**src/rtl/wb_arbiter_if.sv**
```systemverilog
// rtl/wb_arbiter_if.sv - channel, flush and register-file write bundle for wb_arbiter
`ifndef REG_DATA_WIDTH
`define REG_DATA_WIDTH 32
`endif
`ifndef REG_ADDR_WIDTH
`define REG_ADDR_WIDTH 5
`endif
`ifndef COMMIT_ID_WIDTH
`define COMMIT_ID_WIDTH 8
`endif
`ifndef INT_ASSERT
`define INT_ASSERT 1'b1
`endif

interface wb_arbiter_if #(
    parameter int NCH = 4,
    parameter int DW  = `REG_DATA_WIDTH,
    parameter int AW  = `REG_ADDR_WIDTH,
    parameter int IDW = `COMMIT_ID_WIDTH
) ();
    logic [NCH-1:0]     ch_valid_i;
    logic [NCH-1:0]     ch_ready_o;
    logic [NCH*DW-1:0]  ch_wdata_i;
    logic [NCH*AW-1:0]  ch_waddr_i;
    logic [NCH-1:0]     ch_long_i;
    logic [NCH*IDW-1:0] ch_id_i;
    logic               flush_i;
    logic               reg_we_o;
    logic [AW-1:0]      reg_waddr_o;
    logic [DW-1:0]      reg_wdata_o;
    logic               commit_valid_o;
    logic [IDW-1:0]     commit_id_o;

    modport master (
        output ch_valid_i, ch_wdata_i, ch_waddr_i, ch_long_i, ch_id_i, flush_i,
        input  ch_ready_o, reg_we_o, reg_waddr_o, reg_wdata_o, commit_valid_o, commit_id_o
    );

    modport slave (
        input  ch_valid_i, ch_wdata_i, ch_waddr_i, ch_long_i, ch_id_i, flush_i,
        output ch_ready_o, reg_we_o, reg_waddr_o, reg_wdata_o, commit_valid_o, commit_id_o
    );
endinterface

```
**src/rtl/wb_arbiter.sv**
```systemverilog
// rtl/wb_arbiter.sv - N-channel write-back arbiter with anti-starvation; WBU_RR_EN selects round-robin
`ifndef INT_ASSERT
`define INT_ASSERT 1'b1
`endif

module wb_arbiter #(
    parameter int NCH          = 4,
    parameter int DW           = `REG_DATA_WIDTH,
    parameter int AW           = `REG_ADDR_WIDTH,
    parameter int IDW          = `COMMIT_ID_WIDTH,
    parameter int STARVE_LIMIT = 7
) (
    input logic         clk,
    input logic         rst_n,
    wb_arbiter_if.slave bus
);
    localparam int AGEW = $clog2(STARVE_LIMIT + 1);
    localparam int PW   = $clog2(NCH);
    localparam logic [AGEW-1:0] AGE_MAX = AGEW'(STARVE_LIMIT);

    logic               flush;
    logic [NCH-1:0]     buf_valid;
    logic [DW-1:0]      buf_wdata [NCH];
    logic [AW-1:0]      buf_waddr [NCH];
    logic               buf_long  [NCH];
    logic [IDW-1:0]     buf_id    [NCH];
    logic [AGEW-1:0]    age       [NCH];
    logic [NCH-1:0]     starving;
    logic [NCH-1:0]     grant;
    logic [NCH-1:0]     ch_ready;
    logic [PW-1:0]      gidx;
    logic               any_grant;
    logic               reg_we;
    logic [AW-1:0]      reg_waddr;
    logic [DW-1:0]      reg_wdata;
    logic               commit_valid;
    logic [IDW-1:0]     commit_id;

    assign flush    = (bus.flush_i == `INT_ASSERT);
    assign ch_ready = flush ? '0 : (~buf_valid | grant);

    always_comb begin
        starving = '0;
        for (int c = 0; c < NCH; c++) begin
            starving[c] = buf_valid[c] && (age[c] == AGE_MAX);
        end
    end

`ifdef WBU_RR_EN
    logic [PW-1:0] rr_ptr;
`endif

    // Loops run from the top index down so the last hit is the winner.
    always_comb begin
`ifdef WBU_RR_EN
        logic [PW:0]   sum;
        logic [PW-1:0] idx;
        sum = '0;
        idx = '0;
`endif
        grant     = '0;
        gidx      = '0;
        any_grant = 1'b0;
        if (!flush) begin
            if (|starving) begin
                for (int c = NCH - 1; c >= 0; c--) begin
                    if (starving[c]) gidx = PW'(c);
                end
                any_grant = 1'b1;
            end else begin
`ifdef WBU_RR_EN
                for (int k = NCH - 1; k >= 0; k--) begin
                    sum = {1'b0, rr_ptr} + (PW+1)'(k);
                    if (sum >= (PW+1)'(NCH)) sum = sum - (PW+1)'(NCH);
                    idx = sum[PW-1:0];
                    if (buf_valid[idx]) begin
                        gidx      = idx;
                        any_grant = 1'b1;
                    end
                end
`else
                for (int c = NCH - 1; c >= 0; c--) begin
                    if (buf_valid[c]) begin
                        gidx      = PW'(c);
                        any_grant = 1'b1;
                    end
                end
`endif
            end
            if (any_grant) grant[gidx] = 1'b1;
        end
    end

    always_ff @(posedge clk or negedge rst_n) begin
        if (!rst_n) begin
            for (int c = 0; c < NCH; c++) begin
                buf_valid[c] <= 1'b0;
                buf_wdata[c] <= '0;
                buf_waddr[c] <= '0;
                buf_long[c]  <= 1'b0;
                buf_id[c]    <= '0;
                age[c]       <= '0;
            end
        end else begin
            for (int c = 0; c < NCH; c++) begin
                // A grant plus a new accept on one channel replaces the entry in place.
                if (flush) begin
                    buf_valid[c] <= 1'b0;
                end else if (bus.ch_valid_i[c] && ch_ready[c]) begin
                    buf_valid[c] <= 1'b1;
                    buf_wdata[c] <= bus.ch_wdata_i[c*DW +: DW];
                    buf_waddr[c] <= bus.ch_waddr_i[c*AW +: AW];
                    buf_long[c]  <= bus.ch_long_i[c];
                    buf_id[c]    <= bus.ch_id_i[c*IDW +: IDW];
                end else if (grant[c]) begin
                    buf_valid[c] <= 1'b0;
                end

                if (flush || !buf_valid[c] || grant[c]) begin
                    age[c] <= '0;
                end else if (age[c] != AGE_MAX) begin
                    age[c] <= age[c] + 1'b1;
                end
            end
        end
    end

`ifdef WBU_RR_EN
    always_ff @(posedge clk or negedge rst_n) begin
        if (!rst_n) begin
            rr_ptr <= '0;
        end else if (any_grant) begin
            rr_ptr <= (gidx == PW'(NCH - 1)) ? '0 : gidx + 1'b1;
        end
    end
`endif

    // x0 results still drain and may still commit, but never write the file.
    always_ff @(posedge clk or negedge rst_n) begin
        if (!rst_n) begin
            reg_we       <= 1'b0;
            reg_waddr    <= '0;
            reg_wdata    <= '0;
            commit_valid <= 1'b0;
            commit_id    <= '0;
        end else if (any_grant) begin
            reg_we       <= (buf_waddr[gidx] != '0);
            reg_waddr    <= buf_waddr[gidx];
            reg_wdata    <= buf_wdata[gidx];
            commit_valid <= buf_long[gidx];
            commit_id    <= buf_id[gidx];
        end else begin
            reg_we       <= 1'b0;
            commit_valid <= 1'b0;
        end
    end

    assign bus.ch_ready_o     = ch_ready;
    assign bus.reg_we_o       = reg_we;
    assign bus.reg_waddr_o    = reg_waddr;
    assign bus.reg_wdata_o    = reg_wdata;
    assign bus.commit_valid_o = commit_valid;
    assign bus.commit_id_o    = commit_id;

endmodule

```
**src/flat_wrapper.sv**
```systemverilog
// flat-port wrapper written by rule: the top's interface ports become plain ports
module wb_arbiter_flat 
#(
    parameter int NCH          = 4,
    parameter int DW           = `REG_DATA_WIDTH,
    parameter int AW           = `REG_ADDR_WIDTH,
    parameter int IDW          = `COMMIT_ID_WIDTH,
    parameter int STARVE_LIMIT = 7
)
  (clk, rst_n, bus_ch_valid_i, bus_ch_wdata_i, bus_ch_waddr_i, bus_ch_long_i, bus_ch_id_i, bus_flush_i, bus_ch_ready_o, bus_reg_we_o, bus_reg_waddr_o, bus_reg_wdata_o, bus_commit_valid_o, bus_commit_id_o);
  wb_arbiter_if #(.NCH(NCH), .DW(DW), .AW(AW), .IDW(IDW)) bus_i ();
  input logic clk;
  input logic rst_n;
  input wire logic [$bits(bus_i.ch_valid_i)-1:0] bus_ch_valid_i;
  input wire logic [$bits(bus_i.ch_wdata_i)-1:0] bus_ch_wdata_i;
  input wire logic [$bits(bus_i.ch_waddr_i)-1:0] bus_ch_waddr_i;
  input wire logic [$bits(bus_i.ch_long_i)-1:0] bus_ch_long_i;
  input wire logic [$bits(bus_i.ch_id_i)-1:0] bus_ch_id_i;
  input wire logic [$bits(bus_i.flush_i)-1:0] bus_flush_i;
  output wire logic [$bits(bus_i.ch_ready_o)-1:0] bus_ch_ready_o;
  output wire logic [$bits(bus_i.reg_we_o)-1:0] bus_reg_we_o;
  output wire logic [$bits(bus_i.reg_waddr_o)-1:0] bus_reg_waddr_o;
  output wire logic [$bits(bus_i.reg_wdata_o)-1:0] bus_reg_wdata_o;
  output wire logic [$bits(bus_i.commit_valid_o)-1:0] bus_commit_valid_o;
  output wire logic [$bits(bus_i.commit_id_o)-1:0] bus_commit_id_o;
  assign bus_i.ch_valid_i = bus_ch_valid_i;
  assign bus_i.ch_wdata_i = bus_ch_wdata_i;
  assign bus_i.ch_waddr_i = bus_ch_waddr_i;
  assign bus_i.ch_long_i = bus_ch_long_i;
  assign bus_i.ch_id_i = bus_ch_id_i;
  assign bus_i.flush_i = bus_flush_i;
  assign bus_ch_ready_o = bus_i.ch_ready_o;
  assign bus_reg_we_o = bus_i.reg_we_o;
  assign bus_reg_waddr_o = bus_i.reg_waddr_o;
  assign bus_reg_wdata_o = bus_i.reg_wdata_o;
  assign bus_commit_valid_o = bus_i.commit_valid_o;
  assign bus_commit_id_o = bus_i.commit_id_o;
  wb_arbiter #(.NCH(NCH), .DW(DW), .AW(AW), .IDW(IDW), .STARVE_LIMIT(STARVE_LIMIT)) u_core (.clk(clk), .rst_n(rst_n), .bus(bus_i));
endmodule
```
**config.mk**
```make
export PLATFORM = sky130hd
export DESIGN_NAME = wb_arbiter_flat
export DESIGN_NICKNAME = d
export VERILOG_FILES = /design/src/rtl/wb_arbiter_if.sv /design/src/rtl/wb_arbiter.sv /design/src/flat_wrapper.sv
export SDC_FILE = /design/constraint.sdc
export NUM_CORES = 1
export LEC_CHECK = 0
export BUFFER_PORTS_ARGS = -buffer_cell sky130_fd_sc_hd__clkbuf_2
export CAP_MARGIN = 20
export CORE_MARGIN = 2
export CORE_UTILIZATION = 53
export DETAILED_ROUTE_END_ITERATION = 7
export PLACE_DENSITY = 0.78
export SETUP_SLACK_MARGIN = 0.3
export SYNTH_ARGS = -nofsm -noshare
export SYNTH_HDL_FRONTEND = slang
export SYNTH_SLANG_ARGS = --single-unit
```
**constraint.sdc**
```tcl
create_clock -name clk -period 3.6 [get_ports clk]
set_clock_uncertainty 0.15 [all_clocks]
set_input_delay 0.9 -clock clk [delete_from_list [all_inputs] [get_ports clk]]
set_output_delay 0.9 -clock clk [all_outputs]
set_load 0.05 [all_outputs]
```
==> reports/summary.txt <==
Status: finished clean
Share of cells above drive strength 1: 0.393
Internal: 0.00614 W
Chip Width: 148 um
Htree depth: 1
Flop pwr share: 0.423
P_leak: 6.67 nW
Syn Area/Cell: 13.4 um2
Seq cells post-synth: 247
Starting DRT DRC Count: 398
Largest cells by area after synthesis: dfrtp_1, mux2_1, mux2_4, nand2_1, a311oi_1
FILL cells: 1508
Wire per inst: 21.0 um
Worst endpoint required time: 2550 ps
Clock buffer depth: 3
Placer Congestion: 0.873
Largest net degree at the start of global routing: 82
Setup violators final: 0
Synthesized area: 11000 um2
Min Tclk post-route: 3490 ps
Global route overflow: 0
Synth cell types: 48
Final wirelength: 28900 um
Net switching power: 0.00308 W
Sequential fraction of the synthesis area: 0.560
Setup TNS Final: 0 ps
Full die area: 22000 um2
DP Wirelength: 19200 um
Startpoint types: register
DIE HEIGHT: 148 um
Slew at the pin with the worst max-slew slack: 635 ps
Synth Instances: 826
GRT Total Usage: 0.267
Fmax: 286 MHz
Top FF cell, synth: dfrtp_1
Clock tree root buffer cell: clkbuf_16
Sw frac: 0.334
Final Cycle Share: 0.971
Hold Path Class: primary input to async pin
Gate power share: 0.276
# IOs: 242
Worst skew pair latency: 540 ps
PortBufs: 241
CP Class: register to primary output
Routed Antenna Nets: 0
Max VDD drop: 0.505 mV
Post-synth EDFFs: 0
CTS buffer count: 27
Mapped Nets: 1025
Clock power frac: 0.301
Fraction of registers with async set or reset after synthesis: 1.00
Vias in the first global route: 8429
Max-slew headroom: 0.577
Final #Nets: 1281
RSZ-0062 raised after global routing: true
Layout Area Growth over Synthesis: 24.0%
# hold bufs at CTS: 0
Max Cap Viol: 0
# DRC: 0
Synth top area share: 0.560
Clock Pin Slew Worst Setup and Hold Paths: 70 ps
Global-route wire length before repair: 45800 um
Via density: 5.69
Fin. max-slew vios: 0
Final hold violations: 0
Initial antenna violation count: 2
Clk sink count: 247
Crit Path Max Fanout: 4
Ys Warns: 0
Worst EP arrival: 2440 ps
Synth area leader: dfrtp_1
Placement Cell Area: 12500 um2
Vias: 7812
Starting Density: 0.542
Core Area: 20400 um2
Endpoint class of the critical path: primary output
CTS tree: yes
DR pass1 iterations: 5
Final instance area: 13700 um2
PwrDens: 674 nW/um2
Num rows: 52
## metal layers
metal / up-vias / share of wire / track usage
met3: 66 / 0.058 / 0.0515
met2: 264 / 0.48 / 0.441
met4: 0 / 0.033 / 0.0862
met5: - / 0 / 0
met1: 3951 / 0.43 / 0.358
li1: 3531 / - / -
## cell type report
class,count,area [um2],share of cell area
antenna,2,5.00,0.000366
clock buffer,38,787,0.0575
clock inverter,10,111,0.00814
inverter,2,7.51,0.000549
multi-input combinational,520,4610,0.337
sequential,247,6180,0.452
tap,270,338,0.0247
timing repair buffer,284,1640,0.120
## placed cells by master (no fill, tap or decap), types with 8 or more instances in the layout
master / count
clkbuf_8: 8
mux2_4: 69
o22ai_1: 40
mux2_1: 115
nand3_1: 9
clkbuf_2: 236
dfrtp_1: 246
clkbuf_16: 27
buf_4: 38
a311oi_1: 41
a21o_1: 40
mux2i_1: 10
nand2_1: 97
nor2_1: 21
## timing repair
action                                  in CTS  in global routing
pin swaps                                   13                  8
resized for setup                           28                  9
setup buffers                               14                  3
endpoints found under the setup margin       4                  4
## power groups by stage
stage	registers, W	logic, W	clock network (W)
floorplan	0.00448	0.00116	0
global placement	0.00390	0.00242	0
detailed placement	0.00392	0.00249	0
CTS	0.00389	0.00254	0.00284
global route	0.00399	0.00272	0.00295
finish	0.00391	0.00254	0.00278
## registers in the layout (all words and copies together), names as in the netlist
register and cells:
u_core.bus.commit_valid_o 1, u_core.bus.reg_we_o 1, u_core.buf_wdata 128, u_core.buf_valid 4
u_core.bus.reg_wdata_o 32, u_core.buf_long 4, u_core.buf_id 32, u_core.bus.commit_id_o 8
u_core.bus.reg_waddr_o 5, u_core.buf_waddr 20, u_core.age 12
## worst max-delay path, cell delays in order (launching register included)
cell and delay [ps]:
dfrtp_1 390, ha_2 200, ha_4 170, nand2b_4 150
a211oi_4 330, nand4_1 250, a21oi_4 260, buf_8 170
## cells by family (layout without fill, tap and decap cells)
group	after synthesis	count (layout)	synth area share
AOI/OAI and AO/OA	157	157	0.111
xor gates and xnor gates	4	4	0.00317
adders and majority gates	8	8	0.00907
buffers and inverters	59	334	0.0358
DFF	247	247	0.560
muxes	194	194	0.220
other	0	2	0
and+or+nand+nor	157	157	0.0611
## Yosys cell counts, types with 4 or more instances
library cell	n
o21ai_1	4
a311oi_1	41
a21o_1	40
nand3_1	10
ha_1	8
a21oi_1	5
nand2_1	101
mux2i_1	10
mux2_4	69
buf_2	9
clkbuf_1	29
dfrtp_1	247
nand2b_1	6
nor2_1	23
buf_12	4
xor2_1	4
buf_6	11
o22ai_1	40
buf_4	4
mux2_1	115
## path summary, 6_finish.rpt
path / from / to / slack (ps) / depth (start not counted)
max reg2reg: u_core.age[9]$_DFFE_PN0P_ / u_core.buf_wdata[52]$_DFFE_PN0P_ / 640 / 10
min: rst_n / u_core.buf_id[2]$_DFFE_PN0P_ / 180 / 1
max: u_core.age[4]$_DFFE_PN0P_ / bus_ch_ready_o[3] / 110 / 7
min in group clk: u_core.bus.reg_wdata_o[2]$_DFFE_PN0P_ / u_core.bus.reg_wdata_o[2]$_DFFE_PN0P_ / 330 / 1
max in group asynchronous: rst_n / u_core.buf_wdata[108]$_DFFE_PN0P_ / 2270 / 2
min reg2reg: u_core.bus.reg_wdata_o[2]$_DFFE_PN0P_ / u_core.bus.reg_wdata_o[2]$_DFFE_PN0P_ / 330 / 1
## per-stage QoR
stage	hold slack (ps)	worst slack, ps	total power (W)	cells	utilization
finish	185	105	0.00923	1373	0.672
floorplan	307	354	0.00565	826	-
global placement	310	304	0.00632	1306	0.613
CTS	214	78.3	0.00927	1368	0.669
global route	231	16.6	0.00965	1373	0.672
detailed placement	316	198	0.00641	1306	0.613
Power figures use the tool's default switching activity.
